==> config.mk <==
export PLATFORM = sky130hd
export DESIGN_NAME = sequence_detector_101
export DESIGN_NICKNAME = d
export VERILOG_FILES = /design/src/rtl/sequence_detector_101_pkg.sv /design/src/rtl/sequence_detector_101.sv
export SDC_FILE = /design/constraint.sdc
export NUM_CORES = 1
export LEC_CHECK = 0
export BUFFER_PORTS_ARGS = -buffer_cell sky130_fd_sc_hd__buf_2
export CAP_MARGIN = 10
export CORE_AREA = 5 5 42 44
export DETAILED_ROUTE_END_ITERATION = 8
export DIE_AREA = 0 0 47 49
export GPL_TIMING_DRIVEN = 0
export PLACE_DENSITY = 0.3
export SLEW_MARGIN = 40
export SYNTH_ARGS = -nofsm -noshare
export SYNTH_HDL_FRONTEND = slang
export SYNTH_SLANG_ARGS = --single-unit
==> constraint.sdc <==
create_clock -name clk -period 1.4 [get_ports clk]
set_clock_uncertainty 0.1 [all_clocks]
set_input_delay 0.07 -clock clk [delete_from_list [all_inputs] [get_ports clk]]
set_output_delay 0.07 -clock clk [all_outputs]
set_load 0.01 [all_outputs]
==> src/rtl/sequence_detector_101_pkg.sv <==
// Shared state encoding and mode constants for the 1-0-1 serial pattern detector.
package sequence_detector_101_pkg;

    typedef enum logic [1:0] {
        S0   = 2'b00,
        S1   = 2'b01,
        S10  = 2'b10,
        S101 = 2'b11
    } state_t;

    localparam logic [1:0] MOORE_OV  = 2'b00;
    localparam logic [1:0] MOORE_NOV = 2'b01;
    localparam logic [1:0] MEALY_OV  = 2'b10;
    localparam logic [1:0] MEALY_NOV = 2'b11;

    function automatic logic is_mealy(input logic [1:0] m);
        return m[1];
    endfunction

endpackage

==> src/rtl/sequence_detector_101.sv <==
// Detects the serial pattern 1-0-1 in Moore/Mealy, overlapping/non-overlapping modes.
// Latency: Moore flags one cycle after the final 1 is sampled; Mealy flags while it is presented.
// Backpressure: none; one bit is consumed every clock.
module sequence_detector_101
    import sequence_detector_101_pkg::*;
(
    input  logic       clk,
    input  logic       rst,
    input  logic       data,
    input  logic [1:0] mode,
    output logic       detected
);

    state_t     state;
    state_t     state_nxt;
    logic [1:0] mode_q;

    always_ff @(posedge clk) begin
        if (!rst) begin
            state  <= S0;
            mode_q <= mode;
        end else begin
            state  <= state_nxt;
            mode_q <= mode;
        end
    end

    // A mode change throws away any partial match.
    always_comb begin
        state_nxt = S0;
        if (mode == mode_q) begin
            case (state)
                S0:  state_nxt = data ? S1 : S0;
                S1:  state_nxt = data ? S1 : S10;
                S10: begin
                    if (!data)
                        state_nxt = S0;
                    else if (!is_mealy(mode))
                        state_nxt = S101;
                    else
                        state_nxt = (mode == MEALY_OV) ? S1 : S0;
                end
                S101: begin
                    if (is_mealy(mode))
                        state_nxt = S0;
                    else if (data)
                        state_nxt = S1;
                    else
                        state_nxt = (mode == MOORE_OV) ? S10 : S0;
                end
                default: state_nxt = S0;
            endcase
        end
    end

    // The Mealy term is suppressed in the cycle a mode change is being applied,
    // since the S10 history it would rely on is being discarded.
    always_comb begin
        detected = 1'b0;
        if (rst) begin
            if (is_mealy(mode))
                detected = (mode == mode_q) && (state == S10) && data;
            else
                detected = (state == S101);
        end
    end

endmodule

==> flow_metrics.py <==
metrics = {
    "run_status": {
        "status": "completed",
    },
    "final_layout": {
        "fin_area_um2": 288,
        "mostFrequentLayoutCells": "buf_2, dfxtp_1, nor2_1, clkbuf_4, dlygate4sd3_1",
        "areaGrowthSynthToFinish_pct": 57.5,
        "design.final.nets": 37,
        "layout-drive-gt1-share": 0.333,
        "count_of_fill_cells_added_during_filler_insertion": 164,
        "final_common_cell": "buf_2",
        "antenna_cells_inserted": 0,
    },
    "pwr": {
        "vdd.ir_drop.worst_mv": 0.352,
        "leakage_nw": 0.116,
        "sw_share": 0.207,
        "pwr-share-clk": 0.474,
        "power.combinational.fraction": 0.108,
        "net-switching-power_mw": 0.0606,
        "internal_power_mw": 0.233,
        "part_of_the_total_power_dissipated_in_sequential_elements": 0.419,
        "powerDensity_nw_per_um2": 1020,
    },
    "placement": {
        "placement.cell_area_um2": 228,
        "dp_worst_setup_slack_ns": 0.282,
        "finalWeightedCongestion": 0.668,
        "number_of_input_and_output_port_buffers_inserted": 5,
    },
    "cts": {
        "tritoncts_clock_tree": "yes",
        "cts_made_buffers": 3,
        "clk_transition_reported_paths_ns": 0.03,
        "cts-htree-levels": 1,
        "cts_sinks": 4,
        "cts_setup_buffers": 0,
        "clkLatencyLatePin_ns": 0.23,
        "cts_root_buffer": "clkbuf_4",
        "cts_buffer_depth": 2,
    },
    "grt": {
        "grt_pass1_wl_um": 752,
        "antenna_found_initial": 0,
        "grt_max_degree": 8,
        "grt_pass1_vias": 189,
        "grt_usage": 0.0507,
        "globalRouteOverflowTotal": 0,
    },
    "sta": {
        "worst_slew_margin_rel": 0.832,
        "finalSetupTns_ns": 0,
        "final_max_slew_viol_count": 0,
        "worst_margin_pin_slew_ns": 0.248,
        "grt_setup_unrepaired": "no",
        "final_worst_path_setup_slack_ns": 0.0963,
        "hold_viol": 0,
        "maxClockFrequency_mhz": 767,
        "final_period_minus_worst_setup_slack_ns": 1.30,
        "fin_crit_sh": 0.931,
        "setup_viol_count_final": 0,
    },
    "critical_path": {
        "reg2regPathDepth": 3,
        "critPathRequiredTime_ns": 1.23,
        "worst-path-max-fanout": 6,
        "critical_path_class": "reg -> out",
        "critical_path.endpoint_type": "output port",
        "arrival_ns": 1.13,
        "timing.reg2reg.setup_slack_ns": 0.26,
        "crit-reg2reg-launch": "mode_q[1]",
        "r2r_end": "state[1]",
        "startpoint_type": "flop",
    },
    "die": {
        "die-height_um": 49,
        "die_w_um": 47,
        "initial_core_util": 0.130,
        "core.rowCount": 14,
        "io_pins": 6,
        "fp.dieArea_um2": 2300,
        "core_area_um2": 1400,
    },
    "routing": {
        "drt-total-wl_um": 419,
        "drcViolationCount": 0,
        "detailroute.via_count": 175,
        "detail-route-antenna-nets": 0,
        "routed_wire_length_per_instance_um": 9.11,
        "drtPass1Iterations": 1,
        "initialDrtViolationCount": 0,
        "viasPerCell": 3.80,
    },
    "hold_path": {
        "hold_path_end": "state[0]",
        "worst_hold_startpoint": "mode[0]",
        "worst_hold_path_type": "in -> reg",
        "worst_hold_path.num_cells": 4,
    },
    "synth": {
        "synth_top_cell_area_share": 0.438,
        "ys_types": 13,
        "synthDominantAreaCellType": "dfxtp_1",
        "synth_nets": 24,
        "netlist_instances": 19,
        "synth_area_um2": 183,
        "synth_seq_cells": 4,
        "synthesis_warnings": 0,
        "synth_top_cells_by_area": "dfxtp_1, xor2_1, and4bb_2, nor2_1, nand4b_1",
        "synth_area_per_cell_um2": 9.61,
        "synth.yosys.seq_area_share": 0.438,
    },
    "flow_run": {
        "timing.max_cap.violations": 0,
    },
}
[critical path: stages (launching register included)]
cell and delay (ns):
dfxtp_1 0.34, nand4b_1 0.18, o22ai_1 0.10, and3_1 0.16
buf_2 0.12
[metrics by stage]
step | power (mW) | utilization | hold WS, ns | std cells
after detailed placement | 0.148 | 0.163 | 0.138 | 40
after floorplan | 0.135 | - | -0.00228 | 19
final | 0.293 | 0.205 | 0.107 | 46
after global placement | 0.148 | 0.163 | 0.132 | 40
after global routing | 0.317 | 0.205 | 0.137 | 46
after CTS | 0.301 | 0.200 | 0.0818 | 46
[cells in the mapped netlist]
cell type	instances
xor2_1	2
nor4b_1	1
o22ai_1	1
inv_1	1
nand2_1	1
nand4b_1	1
o211ai_1	1
a211oi_1	1
nor2_1	3
and4bb_2	1
dfxtp_1	4
or3b_1	1
and3_1	1
[power by group through the flow]
stage,sequential (mW),combinational (mW),clock [mW]
after floorplan,0.123,0.0115,0
after global placement,0.124,0.0238,0
after detailed placement,0.124,0.0237,0
after CTS,0.122,0.0300,0.148
after global routing,0.123,0.0359,0.158
final,0.123,0.0315,0.139
[cell type report]
| type | instances | area (µm²) | area share |
|---|---|---|---|
| inverter | 1 | 3.75 | 0.0130 |
| sequential | 4 | 80.1 | 0.278 |
| multi-input combinational | 14 | 106 | 0.370 |
| tap | 16 | 20.0 | 0.0696 |
| clock buffer | 3 | 22.5 | 0.0783 |
| timing repair buffer | 8 | 55.1 | 0.191 |
[flip-flops by register name, summed over array words and instances (netlist names)]
name and flops:
mode_q 2, state 2
[routing by layer]
metal,wire [µm],share of wire,GRT usage,vias to the layer above
met3,69,0.16,0.0627,0
met1,191,0.46,0.0548,76
met2,157,0.37,0.0543,7
met4,0,0,0.0276,0
li1,-,-,-,92
met5,0,0,0,-
[how the worst max path moves through the flow]
stage	from	endpoint	slack, ns
6_report	state[0]	detected	0.1
5_1_grt	mode_q[0]	detected	0.01
4_1_cts	mode_q[0]	detected	0.07
3_5_place_dp	mode_q[1]	state[1]	0.28
3_3_place_gp	mode_q[1]	state[0]	0.28
2_1_floorplan	mode_q[1]	state[0]	0.34
[cell families (layout without fill, tap and decap cells)]
logic type / after synthesis / in the layout / share of synthesized area
AND/OR/NAND/NOR: 9 / 9 / 0.329
flip-flops: 4 / 4 / 0.438
XOR/XNOR: 2 / 2 / 0.0959
buffers and inverters: 1 / 12 / 0.0205
AO/OA/AOI/OAI: 3 / 3 / 0.116
[what timing repair did]
action                                  in CTS  in global routing
gates resized for setup                      0                  1
hold endpoints to repair                     3                  0
hold buffers                                 3                  0
endpoints found under the setup margin       0                  1
Power figures use the tool's default switching activity.
